==> src/rtl/core_pkg.sv <==
// Shared definitions for the fetch/decode/execute slice: RV32I opcode and
// funct constants, the decoded-instruction record passed from decode to
// execute, the ALU operation encoding and the immediate-format helpers.
package core_pkg;

    localparam logic [6:0] OPC_LUI    = 7'b0110111;
    localparam logic [6:0] OPC_AUIPC  = 7'b0010111;
    localparam logic [6:0] OPC_JAL    = 7'b1101111;
    localparam logic [6:0] OPC_JALR   = 7'b1100111;
    localparam logic [6:0] OPC_BRANCH = 7'b1100011;
    localparam logic [6:0] OPC_LOAD   = 7'b0000011;
    localparam logic [6:0] OPC_STORE  = 7'b0100011;
    localparam logic [6:0] OPC_OP_IMM = 7'b0010011;
    localparam logic [6:0] OPC_OP     = 7'b0110011;

    localparam logic [6:0] F7_BASE = 7'b0000000;
    localparam logic [6:0] F7_ALT  = 7'b0100000;   // sub / sra / srai

    // Branch funct3
    localparam logic [2:0] F3_BEQ  = 3'b000;
    localparam logic [2:0] F3_BNE  = 3'b001;
    localparam logic [2:0] F3_BLT  = 3'b100;
    localparam logic [2:0] F3_BGE  = 3'b101;
    localparam logic [2:0] F3_BLTU = 3'b110;
    localparam logic [2:0] F3_BGEU = 3'b111;
    // Load/store funct3
    localparam logic [2:0] F3_B  = 3'b000;
    localparam logic [2:0] F3_H  = 3'b001;
    localparam logic [2:0] F3_W  = 3'b010;
    localparam logic [2:0] F3_BU = 3'b100;
    localparam logic [2:0] F3_HU = 3'b101;
    // ALU funct3 (register and immediate forms)
    localparam logic [2:0] F3_ADD  = 3'b000;
    localparam logic [2:0] F3_SLL  = 3'b001;
    localparam logic [2:0] F3_SLT  = 3'b010;
    localparam logic [2:0] F3_SLTU = 3'b011;
    localparam logic [2:0] F3_XOR  = 3'b100;
    localparam logic [2:0] F3_SR   = 3'b101;
    localparam logic [2:0] F3_OR   = 3'b110;
    localparam logic [2:0] F3_AND  = 3'b111;

    typedef enum logic [3:0] {
        ALU_ADD, ALU_SUB, ALU_SLL, ALU_SLT, ALU_SLTU,
        ALU_XOR, ALU_SRL, ALU_SRA, ALU_OR, ALU_AND
    } alu_op_t;

    // One flag per RV32I operation plus summary flags; all zero means NOP.
    typedef struct packed {
        logic lui, auipc, jal, jalr;
        logic beq, bne, blt, bge, bltu, bgeu;
        logic lb, lh, lw, lbu, lhu;
        logic sb, sh, sw;
        logic addi, slti, sltiu, xori, ori, andi, slli, srli, srai;
        logic add, sub, sll, slt, sltu, xor_, srl, sra, or_, and_;
        logic is_load, is_store, uses_reg, writes_to_reg;
    } instr_flags_t;

    typedef struct packed {
        logic [31:0]  pc;
        logic [4:0]   rd;
        logic [4:0]   rs1;
        logic [4:0]   rs2;
        logic [31:0]  imm;
        instr_flags_t flags;
    } instructions_t;

    function automatic logic [31:0] imm_i(input logic [31:0] w);
        return {{20{w[31]}}, w[31:20]};
    endfunction

    function automatic logic [31:0] imm_s(input logic [31:0] w);
        return {{20{w[31]}}, w[31:25], w[11:7]};
    endfunction

    function automatic logic [31:0] imm_b(input logic [31:0] w);
        return {{19{w[31]}}, w[31], w[7], w[30:25], w[11:8], 1'b0};
    endfunction

    function automatic logic [31:0] imm_u(input logic [31:0] w);
        return {w[31:12], 12'b0};
    endfunction

    function automatic logic [31:0] imm_j(input logic [31:0] w);
        return {{11{w[31]}}, w[31], w[19:12], w[20], w[30:21], 1'b0};
    endfunction

endpackage

==> src/rtl/alu.sv <==
// Combinational 32-bit ALU used by the execute stage.
// Ports: op (operation select), a / b (operands), y (wrap-around result).
// Shift amounts use only b[4:0]; slt is signed, sltu unsigned.
module alu
    import core_pkg::*;
(
    input  alu_op_t     op,
    input  logic [31:0] a,
    input  logic [31:0] b,
    output logic [31:0] y
);

    always_comb begin
        // NOTE: every output of a combinational block gets a default first so
        // no path leaves it unassigned, which would infer a latch.
        y = '0;
        case (op)
            ALU_ADD:  y = a + b;
            ALU_SUB:  y = a - b;
            ALU_SLL:  y = a << b[4:0];
            ALU_SLT:  y = {31'b0, $signed(a) < $signed(b)};
            ALU_SLTU: y = {31'b0, a < b};
            ALU_XOR:  y = a ^ b;
            ALU_SRL:  y = a >> b[4:0];
            ALU_SRA:  y = $signed(a) >>> b[4:0];
            ALU_OR:   y = a | b;
            ALU_AND:  y = a & b;
            default:  y = '0;
        endcase
    end

endmodule

==> src/rtl/fetch_decode_execute.sv <==
// Three independent pipeline-stage engines of an RV32I core.
// Fetch   : f_enabled starts a 2-edge ROM read of f_pc (rom_addr/rom_data),
//           result on f_instr_raw/f_pc_n with f_completed.
// Decode  : d_enabled registers the decoded d_instr_raw into d_instr (1 edge);
//           d_rs1/d_rs2 are combinational for a parallel register-file read.
// Execute : e_enabled registers e_result, branch/jump outcome, e_instr_n and
//           e_rs2_val_n (1 edge).
// Registered outputs hold while their enable is low; rst (synchronous,
// active-high) clears every output and returns fetch to IDLE.
module fetch_decode_execute
    import core_pkg::*;
(
    input  logic          clk,
    input  logic          rst,
    input  logic          f_enabled,
    input  logic [31:0]   f_pc,
    output logic [31:0]   rom_addr,
    input  logic [31:0]   rom_data,
    output logic          f_completed,
    output logic [31:0]   f_pc_n,
    output logic [31:0]   f_instr_raw,
    input  logic          d_enabled,
    input  logic [31:0]   d_pc,
    input  logic [31:0]   d_instr_raw,
    output logic          d_completed,
    output instructions_t d_instr,
    output logic [4:0]    d_rs1,
    output logic [4:0]    d_rs2,
    input  logic          e_enabled,
    input  instructions_t e_instr,
    input  logic [31:0]   e_rs1_val,
    input  logic [31:0]   e_rs2_val,
    output logic          e_completed,
    output instructions_t e_instr_n,
    output logic [31:0]   e_rs2_val_n,
    output logic [31:0]   e_result,
    output logic          e_is_jump_chosen,
    output logic [31:0]   e_jump_dest
);

    // ---------------- Fetch ----------------
    typedef enum logic {F_IDLE, F_WAIT} fetch_state_t;

    fetch_state_t f_state, f_state_nx;
    logic [31:0]  rom_addr_nx, f_pc_n_nx, f_instr_raw_nx;
    logic         f_completed_nx;

    always_comb begin
        f_state_nx     = f_state;
        rom_addr_nx    = rom_addr;
        f_pc_n_nx      = f_pc_n;
        f_instr_raw_nx = f_instr_raw;
        f_completed_nx = f_completed;
        case (f_state)
            F_IDLE: if (f_enabled) begin
                rom_addr_nx    = f_pc;
                f_pc_n_nx      = f_pc;
                f_completed_nx = 1'b0;
                f_state_nx     = F_WAIT;
            end
            // ROM word for rom_addr is valid now; f_enabled is ignored here.
            F_WAIT: begin
                f_instr_raw_nx = rom_data;
                f_completed_nx = 1'b1;
                f_state_nx     = F_IDLE;
            end
            default: f_state_nx = F_IDLE;
        endcase
    end

    // NOTE: sequential state uses non-blocking assignments so every register
    // samples pre-edge values regardless of statement order.
    always_ff @(posedge clk) begin
        if (rst) begin
            f_state     <= F_IDLE;
            rom_addr    <= '0;
            f_pc_n      <= '0;
            f_instr_raw <= '0;
            f_completed <= 1'b0;
        end else begin
            f_state     <= f_state_nx;
            rom_addr    <= rom_addr_nx;
            f_pc_n      <= f_pc_n_nx;
            f_instr_raw <= f_instr_raw_nx;
            f_completed <= f_completed_nx;
        end
    end

    // ---------------- Decode ----------------
    logic [6:0]    opc, f7;
    logic [2:0]    f3;
    instructions_t dec;

    assign opc   = d_instr_raw[6:0];
    assign f3    = d_instr_raw[14:12];
    assign f7    = d_instr_raw[31:25];
    assign d_rs1 = d_instr_raw[19:15];
    assign d_rs2 = d_instr_raw[24:20];

    always_comb begin
        dec     = '0;
        dec.pc  = d_pc;
        dec.rd  = d_instr_raw[11:7];
        dec.rs1 = d_rs1;
        dec.rs2 = d_rs2;
        case (opc)
            OPC_LUI:   begin dec.imm = imm_u(d_instr_raw); dec.flags.lui   = 1'b1; end
            OPC_AUIPC: begin dec.imm = imm_u(d_instr_raw); dec.flags.auipc = 1'b1; end
            OPC_JAL:   begin dec.imm = imm_j(d_instr_raw); dec.flags.jal   = 1'b1; end
            OPC_JALR:  begin
                dec.imm        = imm_i(d_instr_raw);
                dec.flags.jalr = (f3 == 3'b000);
            end
            OPC_BRANCH: begin
                dec.imm = imm_b(d_instr_raw);
                case (f3)
                    F3_BEQ:  dec.flags.beq  = 1'b1;
                    F3_BNE:  dec.flags.bne  = 1'b1;
                    F3_BLT:  dec.flags.blt  = 1'b1;
                    F3_BGE:  dec.flags.bge  = 1'b1;
                    F3_BLTU: dec.flags.bltu = 1'b1;
                    F3_BGEU: dec.flags.bgeu = 1'b1;
                    default: ;
                endcase
            end
            OPC_LOAD: begin
                dec.imm = imm_i(d_instr_raw);
                case (f3)
                    F3_B:    dec.flags.lb  = 1'b1;
                    F3_H:    dec.flags.lh  = 1'b1;
                    F3_W:    dec.flags.lw  = 1'b1;
                    F3_BU:   dec.flags.lbu = 1'b1;
                    F3_HU:   dec.flags.lhu = 1'b1;
                    default: ;
                endcase
            end
            OPC_STORE: begin
                dec.imm = imm_s(d_instr_raw);
                case (f3)
                    F3_B:    dec.flags.sb = 1'b1;
                    F3_H:    dec.flags.sh = 1'b1;
                    F3_W:    dec.flags.sw = 1'b1;
                    default: ;
                endcase
            end
            OPC_OP_IMM: begin
                dec.imm = imm_i(d_instr_raw);
                case (f3)
                    F3_ADD:  dec.flags.addi  = 1'b1;
                    F3_SLT:  dec.flags.slti  = 1'b1;
                    F3_SLTU: dec.flags.sltiu = 1'b1;
                    F3_XOR:  dec.flags.xori  = 1'b1;
                    F3_OR:   dec.flags.ori   = 1'b1;
                    F3_AND:  dec.flags.andi  = 1'b1;
                    F3_SLL:  dec.flags.slli  = (f7 == F7_BASE);
                    F3_SR: begin
                        dec.flags.srli = (f7 == F7_BASE);
                        dec.flags.srai = (f7 == F7_ALT);
                    end
                    default: ;
                endcase
            end
            OPC_OP: begin
                if (f7 == F7_BASE) begin
                    case (f3)
                        F3_ADD:  dec.flags.add  = 1'b1;
                        F3_SLL:  dec.flags.sll  = 1'b1;
                        F3_SLT:  dec.flags.slt  = 1'b1;
                        F3_SLTU: dec.flags.sltu = 1'b1;
                        F3_XOR:  dec.flags.xor_ = 1'b1;
                        F3_SR:   dec.flags.srl  = 1'b1;
                        F3_OR:   dec.flags.or_  = 1'b1;
                        F3_AND:  dec.flags.and_ = 1'b1;
                        default: ;
                    endcase
                end else if (f7 == F7_ALT) begin
                    dec.flags.sub = (f3 == F3_ADD);
                    dec.flags.sra = (f3 == F3_SR);
                end
            end
            default: ;
        endcase
        // Summary flags derive from the op flags, so a NOP leaves them all 0.
        dec.flags.is_load  = dec.flags.lb | dec.flags.lh | dec.flags.lw |
                             dec.flags.lbu | dec.flags.lhu;
        dec.flags.is_store = dec.flags.sb | dec.flags.sh | dec.flags.sw;
        dec.flags.uses_reg = (|dec.flags) &
                             ~(dec.flags.lui | dec.flags.auipc | dec.flags.jal);
        dec.flags.writes_to_reg = (|dec.flags) & (dec.rd != 5'd0) & ~dec.flags.is_store &
                                  ~(dec.flags.beq | dec.flags.bne | dec.flags.blt |
                                    dec.flags.bge | dec.flags.bltu | dec.flags.bgeu);
    end

    always_ff @(posedge clk) begin
        if (rst) begin
            d_instr     <= '0;
            d_completed <= 1'b0;
        end else if (d_enabled) begin
            d_instr     <= dec;
            d_completed <= 1'b1;
        end
    end

    // ---------------- Execute ----------------
    alu_op_t     alu_op;
    logic [31:0] alu_a, alu_b, alu_y;
    logic        imm_form, reg_form, taken, jump;
    logic [31:0] dest;

    assign imm_form = e_instr.flags.addi | e_instr.flags.slti | e_instr.flags.sltiu |
                      e_instr.flags.xori | e_instr.flags.ori  | e_instr.flags.andi  |
                      e_instr.flags.slli | e_instr.flags.srli | e_instr.flags.srai;
    assign reg_form = e_instr.flags.add  | e_instr.flags.sub  | e_instr.flags.sll |
                      e_instr.flags.slt  | e_instr.flags.sltu | e_instr.flags.xor_ |
                      e_instr.flags.srl  | e_instr.flags.sra  | e_instr.flags.or_ |
                      e_instr.flags.and_;

    // Every result goes through the single ALU; operands stay 0 for a NOP
    // so the default ADD yields 0.
    always_comb begin
        alu_op = ALU_ADD;
        alu_a  = '0;
        alu_b  = '0;
        if (e_instr.flags.lui) begin
            alu_b = e_instr.imm;
        end else if (e_instr.flags.auipc) begin
            alu_a = e_instr.pc;
            alu_b = e_instr.imm;
        end else if (e_instr.flags.jal | e_instr.flags.jalr) begin
            alu_a = e_instr.pc;
            alu_b = 32'd4;
        end else if (e_instr.flags.is_load | e_instr.flags.is_store) begin
            alu_a = e_rs1_val;
            alu_b = e_instr.imm;
        end else if (imm_form | reg_form) begin
            alu_a = e_rs1_val;
            alu_b = imm_form ? e_instr.imm : e_rs2_val;
            if (e_instr.flags.sub)                             alu_op = ALU_SUB;
            else if (e_instr.flags.slli  | e_instr.flags.sll)  alu_op = ALU_SLL;
            else if (e_instr.flags.slti  | e_instr.flags.slt)  alu_op = ALU_SLT;
            else if (e_instr.flags.sltiu | e_instr.flags.sltu) alu_op = ALU_SLTU;
            else if (e_instr.flags.xori  | e_instr.flags.xor_) alu_op = ALU_XOR;
            else if (e_instr.flags.srli  | e_instr.flags.srl)  alu_op = ALU_SRL;
            else if (e_instr.flags.srai  | e_instr.flags.sra)  alu_op = ALU_SRA;
            else if (e_instr.flags.ori   | e_instr.flags.or_)  alu_op = ALU_OR;
            else if (e_instr.flags.andi  | e_instr.flags.and_) alu_op = ALU_AND;
        end
    end

    alu u_alu (.op(alu_op), .a(alu_a), .b(alu_b), .y(alu_y));

    assign taken = (e_instr.flags.beq  & (e_rs1_val == e_rs2_val)) |
                   (e_instr.flags.bne  & (e_rs1_val != e_rs2_val)) |
                   (e_instr.flags.blt  & ($signed(e_rs1_val) <  $signed(e_rs2_val))) |
                   (e_instr.flags.bge  & ($signed(e_rs1_val) >= $signed(e_rs2_val))) |
                   (e_instr.flags.bltu & (e_rs1_val <  e_rs2_val)) |
                   (e_instr.flags.bgeu & (e_rs1_val >= e_rs2_val));
    assign jump  = e_instr.flags.jal | e_instr.flags.jalr | taken;
    assign dest  = e_instr.flags.jalr ? ((e_rs1_val + e_instr.imm) & ~32'd1)
                                      : (e_instr.pc + e_instr.imm);

    always_ff @(posedge clk) begin
        if (rst) begin
            e_completed      <= 1'b0;
            e_instr_n        <= '0;
            e_rs2_val_n      <= '0;
            e_result         <= '0;
            e_is_jump_chosen <= 1'b0;
            e_jump_dest      <= '0;
        end else if (e_enabled) begin
            e_completed      <= 1'b1;
            e_instr_n        <= e_instr;
            e_rs2_val_n      <= e_rs2_val;
            e_result         <= alu_y;
            e_is_jump_chosen <= jump;
            e_jump_dest      <= dest;
        end
    end

endmodule

==> config.mk <==
export PLATFORM = sky130hd
export DESIGN_NAME = fetch_decode_execute
export DESIGN_NICKNAME = d
export VERILOG_FILES = /design/src/rtl/core_pkg.sv /design/src/rtl/alu.sv /design/src/rtl/fetch_decode_execute.sv
export SDC_FILE = /design/constraint.sdc
export NUM_CORES = 2
export LEC_CHECK = 0
export ABC_AREA = 1
export CAP_MARGIN = 15
export CORE_ASPECT_RATIO = 0.75
export CORE_MARGIN = 5
export CORE_UTILIZATION = 30
export DETAILED_ROUTE_END_ITERATION = 6
export DONT_BUFFER_PORTS = 1
export PLACE_DENSITY = 0.53
export SYNTH_ARGS = -nofsm -noshare
export SYNTH_HDL_FRONTEND = slang
export SYNTH_SLANG_ARGS = --single-unit
==> constraint.sdc <==
create_clock -name clk -period 12.6 [get_ports clk]
set_input_delay 2.52 -clock clk [delete_from_list [all_inputs] [get_ports clk]]
set_output_delay 2.52 -clock clk [all_outputs]
set_load 0.05 [all_outputs]
== Yosys cells after proc, flatten, opt, wreduce, memory -nomap -nowiden ==
Index checks and enable logic that the tools add are counted.
Operators by class
  multiplexer cells: 58
  equal/unequal tests: 29
  add/sub/neg operators: 4
  shifts and indexed selects: 3
  magnitude comparators: 6
  bitwise operators: 64
  reduce and logical (&&, ||, !) cells: 9
Operators by type and width (count)
  $mux W32: 12
  $pmux W32 S10: 1
  $pmux W32 S5: 1
  $lt A32 B32 Y1: 4
  $add A32 B32 Y32: 3
  $ge A32 B32 Y1: 2
  $mux W4: 14
  $or A1 B1 Y1: 47
  $reduce_or A40 Y1: 1
  $reduce_or A39 Y1: 1
  $and A32 B32 Y32: 1
  $eq A32 B32 Y1: 1
  $ne A32 B32 Y1: 1
  $or A32 B32 Y32: 1
  $shl A32 B5 Y32: 1
  $shr A32 B5 Y32: 1
  $sshr A32 B5 Y32: 1
  $sub A32 B32 Y32: 1
  $xor A32 B32 Y32: 1
  $eq A7 B6 Y1 const B: 4
  $eq A7 B7 Y1 const B: 3
  $mux W1: 20
  $eq A4 B3 Y1 const B: 4
  $eq A7 B5 Y1 const B: 2
  24 further kinds: 45
Word-level totals
  input port bits: 317
  logic and storage cells: 275
  output and inout port bits: 446
  flip-flop bits (word level): 405

== Logic depth before layout (Yosys ltp) ==
  depth in word-level cells: 17
  mapped depth: 30
  depth with buffers taken out: 27

== Hierarchy ==
Synthesis repeated with hierarchy kept, for this count alone.
Unflattened totals
  cell total of the unflattened synthesis: 5160
  area total of the unflattened synthesis: 31023.5 µm²
Modules (own cells, without submodules)
  fetch_decode_execute: seq. area each 8107.8 µm², area an instance 20986.4 µm², times used 1, cells each 3097
  alu: seq. area each 0.0 µm², area an instance 10037.1 µm², times used 1, cells each 2063

== Least setup slack after synthesis ==
No wires, ideal clock.
  kind: input to register
  from: input e_instr[18] (netlist bit)
  to: register e_result[27]
  slack: 6.735 ns
  path buffers: 2
  stages on the path: 27
  arrival time: 5.733 ns
  library setup time: 0.132 ns
  data required time: 12.468 ns
  path through: nor2_1 > nand3_2 > nor2_4 > nand2_2 > buf_2 > nand2_1 > o211ai_1 > nand2_1 > inv_2 > clkbuf_1 > ha_1 > o21ai_0 > a21oi_1 > nand2_1 > inv_1 > o21ai_0 > nand3_1 > nand2_1 > nand2_1 > nand2_1 > nor2_1 > nor2_1 > nand3_1 > a21oi_1 > nand3_1 > nand2_1 > a21oi_1
On the way
  cells in the longest elaborated chain, start to end: 16
  elaborated cells on any way between the ends: 50
  those cells by class: add/sub (2); eq/ne (9); shift (3); mux (25); bitwise (10); reduce/logical (1)
RTL lines
  start, declared: RTL line fetch_decode_execute.sv:30  | input instructions_t e_instr,
  parallel branches: the longest is 15 deep, another holds $sub A32 B32 Y32
  $pmux W32 S10 *: RTL line alu.sv:17  | case (op)
  end signal, assigned: RTL line fetch_decode_execute.sv:274  | e_result <= alu_y;
  end, declared: RTL line fetch_decode_execute.sv:36  | output logic [31:0] e_result,
Every way passes the cells marked *.
A chain may end at the register's enable or synchronous reset.

== Worst setup path after layout ==
  from: input e_instr[20] (netlist bit)
  to: register e_result[27]
On the way
  cells in the longest elaborated chain, start to end: 15
  elaborated cells on any way between the ends: 48
  those cells by class: add/sub (2); eq/ne (9); shift (3); mux (21); bitwise (12); reduce/logical (1)
RTL lines
  $or A1 B1 Y1 (2 in a row): RTL line fetch_decode_execute.sv:210  | assign imm_form = e_instr.flags.addi | e_instr.flags.slti | e_instr.flags.sltiu |
  $or A1 B1 Y1 (3 in a row): RTL line fetch_decode_execute.sv:211  | e_instr.flags.xori | e_instr.flags.ori | e_instr.flags.andi |
  $or A1 B1 Y1 (2 in a row): RTL line fetch_decode_execute.sv:212  | e_instr.flags.slli | e_instr.flags.srli | e_instr.flags.srai;
  $or A1 B1 Y1 or $mux W32 (tied branches): RTL line fetch_decode_execute.sv:235, fetch_decode_execute.sv:237
  $mux W32 or $mux W4 (tied branches): RTL line fetch_decode_execute.sv:235  | end else if (imm_form | reg_form) begin
  $mux W32 or $mux W4 (tied branches): RTL line fetch_decode_execute.sv:232  | end else if (e_instr.flags.is_load | e_instr.flags.is_store) begin
  $mux W32 or $mux W4 (tied branches): RTL line fetch_decode_execute.sv:229  | end else if (e_instr.flags.jal | e_instr.flags.jalr) begin
  $mux W32 or $mux W4 (tied branches): RTL line fetch_decode_execute.sv:226  | end else if (e_instr.flags.auipc) begin
  $mux W32 or $mux W4 (tied branches): RTL line fetch_decode_execute.sv:224  | if (e_instr.flags.lui) begin
  $sub A32 B32 Y32, or another cell as far along: RTL line alu.sv:19  | ALU_SUB: y = a - b;
  $pmux W32 S10 *: RTL line alu.sv:17
Every way passes the cells marked *; elsewhere a longest branch is shown, timed or not.

==> results.md <==
Placement:
- The half-perimeter wire length of the detailed placement result is roughly 130,000 µm.
- The placer's final routability congestion estimate is 1.07.
- Port buffering added 0 buffers.

Route:
- Dividing the detail-routed wire length by the instance count gives ~28 µm.
- The post-detailed-route via-to-cell ratio is around 5.6.
- The total wire length is around 170,000 µm.
- The detailed router finished its first iteration with 4,854 violations.
- The number of nets with antenna violations after routing is 0.
- The routed layout has 33,701 vias.
- The length of the first detailed-routing pass in iterations is 6.
- The post-detailed-route DRC marker count is 0.

Cells and area:
- The growth of design area from synthesis to finish is 7.22%.
- The number of inserted filler cells in the final layout is between 10,000 and 15,000.
- The multi-input combinational cell area is 18,500 µm².
- Cells with a size suffix above 1 make up under 10% of the layout.
- The core utilization of the finished layout is about a third.
- The area occupied by registers is 8110 µm².
- The final layout net count is between 5,000 and 6,000.
- The library cell used most frequently in the layout, excluding fill and tap cells, is nand2_1.
- The library cells used most frequently in the layout, excluding fill and tap cells, are nand2_1 (1,036), nor2_1 (635), nand3_1 (490).

Hold path:
- The class of the tightest hold or removal check is flip-flop to flip-flop.

Clocking:
- The clock reaches the later pin of the worst-skew pair after 600 ps.
- The post-CTS setup repair buffer count is 0.
- The clock slew seen by the registers of the worst setup and hold paths is 60 ps.
- The hold buffer count at cts is 0.
- The longest clock path from root to sink contains 3 buffers.
- The total clock buffers created by CTS is 47.
- After clock tree synthesis, the repair step resized 0 gates.
- The maximum level of the CTS H-tree is 2.
- The CTS sink count is 405.
- TritonCTS built the clock tree.
- The cell at the root of the clock tree is clkbuf_16.

Die:
- In this run the vertical extent of the chip is 283 µm.
- The placeable core region is between 90,000 and 100,000 µm².
- The boundary pin count is 763.
- The total die area is around 110,000 µm².
- The floorplan step set the die width to 374 µm.
- The initial utilization of the core area, before any placement, comes to 30.1%.
- The number of core rows is 100.

Synth:
- In this run the cell area of the synthesized design comes to 29,800 µm².
- In this run, distinct cell masters in the synthesized netlist total between 50 and 60.
- The portion of the post-synthesis area used by sequential elements is 27.2%.
- The post-synthesis instance total is 4,835.
- The number of enable-type register cells in the synthesized netlist is 0.
- Yosys printed 0 warnings.
- The number of nets in the synthesized netlist is 5,346.
- For this run, asynchronously set or reset flops after synthesis account for 0%.
- In this run, synthesis produced a sequential element count of between 400 and 500.
- The average size of a mapped cell is approximately 6.2 µm².
- The most used flip-flop cell after synthesis is dfxtp_1.

Global routing:
- The total routing resource utilization after global routing is 29.3%.
- The first global-routing pass estimated 230,000 µm of wire.
- The total overflow left after global routing is 0.
- The via count of the first global-routing pass is 29,995.
- The initial antenna violation count is 12.
- The largest net degree at the start of global routing is 307.

STA:
- The slew at the pin closest to its max-slew limit is 1220 ps.
- Headroom to the max-slew limit came out at between 10% and 20%.
- The clock skew after layout is 4.69 ps.
- Setup repair after global routing left no endpoint under its margin.
- The max-slew violation count came to 0.
- The final critical delay including setup and external delays is 7510 ps.
- The count of final hold-check violations is 0.
- The top achievable clock speed is 133 MHz.
- In the finished design, the share of the clock period the worst path needs comes to 59.6%.
- The setup violation total in the final timing report is 0.
- For the final routed database, the setup TNS stands at 0 ps.

Power:
- The peak supply drop is 94.3 µV.
- The analysis attributes to cell leakage a power of approximately 15 nW.
- Power spread over the standard cell area amounts to 133 nW/µm².

Setup path:
- STA classifies the critical path startpoint as an input port.
- The kind of critical path is input port to flip-flop.
- Of all nets on the critical path, the largest fanout is 44.
- For the worst setup path, the data required time is 13,090 ps.
- The critical path data arrival time is 8000 ps.
- The critical path endpoint category is a flip-flop.

Run status:
- The run finished with clean final reports.

Job:
- The max capacitance violation total is 0.
path summary, 6_finish.rpt:
check / end / from / cells after the start / slack, ps
max: e_result[27]$_SDFFE_PP0P_ / e_instr[20] / 26 / 5090
max reg2reg: f_pc_n[9]$_SDFFE_PP0P_ / f_state$_SDFF_PP0_ / 9 / 10390
min: d_instr[42]$_SDFFE_PP0P_ / d_instr[42]$_SDFFE_PP0P_ / 2 / 730
min reg2reg: d_instr[42]$_SDFFE_PP0P_ / d_instr[42]$_SDFFE_PP0P_ / 2 / 730
logic make-up (layout without fill, tap and decap cells):
family	Yosys count	count (layout)	share of synthesized area, %
AOI/OAI and AO/OA	1096	1096	19.7
and+or+nand+nor	2312	2312	32.7
xor gates and xnor gates	48	48	1.41
DFF	405	405	27.2
other	0	8	0
buffers and inverters	780	607	10.7
adders and majority gates	194	194	8.24
synth_stat cells (8+ instances only):
cell         n  area share [%]
inv_1      464             5.8
nor3_1      32            0.54
o21ai_1     20            0.34
nand2_1   1036              13
clkbuf_1   172             2.2
buf_1       19            0.24
buf_4       50             1.3
o22ai_1     11            0.23
o21ai_0    438             7.4
nor4_1      12            0.25
nand4_1     51             1.1
ha_1       190             8.0
a21oi_1    479             8.0
o211ai_1    21            0.53
dfxtp_1    405              27
a21o_1      15            0.38
nand3_1    490             8.2
o21bai_1    12            0.30
nor2_4      10            0.38
xnor2_1     12            0.35
o21a_1       8            0.20
inv_2       25            0.31
a31oi_1     46            0.97
xor2_1      36             1.1
nor2_2       8            0.17
nor2_1     637             8.0
buf_2       40            0.67
a32oi_1      9            0.26
per-layer routing:
layer	part of all wire, %	track usage (%)	routed length, µm	vias to the layer above
li1	-	-	-	15517
met4	3.3	8.86	5510	8
met1	43	41.5	71800	15876
met3	14	11.3	22400	269
met5	0.034	0	57	-
met2	40	40.7	65700	2031
cell type report:
cell class / count / share of cell area, %
Clock buffer: 62 / 4.05
Multi-Input combinational cell: 3650 / 57.9
Sequential cell: 405 / 25.4
Antenna cell: 8 / 0.0626
Tap cell: 1326 / 5.19
Inverter: 494 / 5.83
Clock inverter: 24 / 0.943
Timing Repair Buffer: 27 / 0.634
worst max-delay path, cell delays in order:
cell and delay [ps]:
nor2_1 90, nand2_1 270, nor2_4 290, nand2_2 460, o211ai_1 340, nand2_1 70
buf_4 270, inv_2 80, buf_4 450, ha_1 390, o21ai_0 310, a21oi_1 110
nand2_1 190, inv_1 150, o21ai_0 540, nand3_1 240, nand2_1 160, nand2_1 60
nand2_1 70, nor2_1 40, nor2_1 120, nand3_1 90, a21oi_1 300, nand3_1 120
nand2_1 120, a21oi_1 90
where the power goes:
part	leakage (nW)	internal, mW	total (mW)	switching (mW)
combinational	10.9	0.291	0.998	0.707
clock	0.769	0.818	1.46	0.647
sequential	3.35	1.37	1.80	0.435
total	15.0	2.48	4.26	1.79
flip-flops by register name, summed over array words and instances (netlist names), 32 cells and up:
| register | cells |
|---|---|
| d_instr | 120 |
| e_rs2_val_n | 32 |
| f_instr_raw | 32 |
| e_result | 32 |
| f_pc_n | 32 |
| e_jump_dest | 32 |
| e_instr_n | 120 |
stage by stage:
stage	instances	area (µm²)	hold slack (ps)	setup WS (ps)	power, mW
global route	5993	32000	763	4910	4.43
finish	5996	32000	730	5090	4.26
floorplan	4835	29800	566	6730	2.47
CTS	5988	31900	728	5420	4.25
global placement	5902	30300	718	4760	2.79
detailed placement	5902	30300	713	4780	2.78
(Power assumes the default switching activity.)
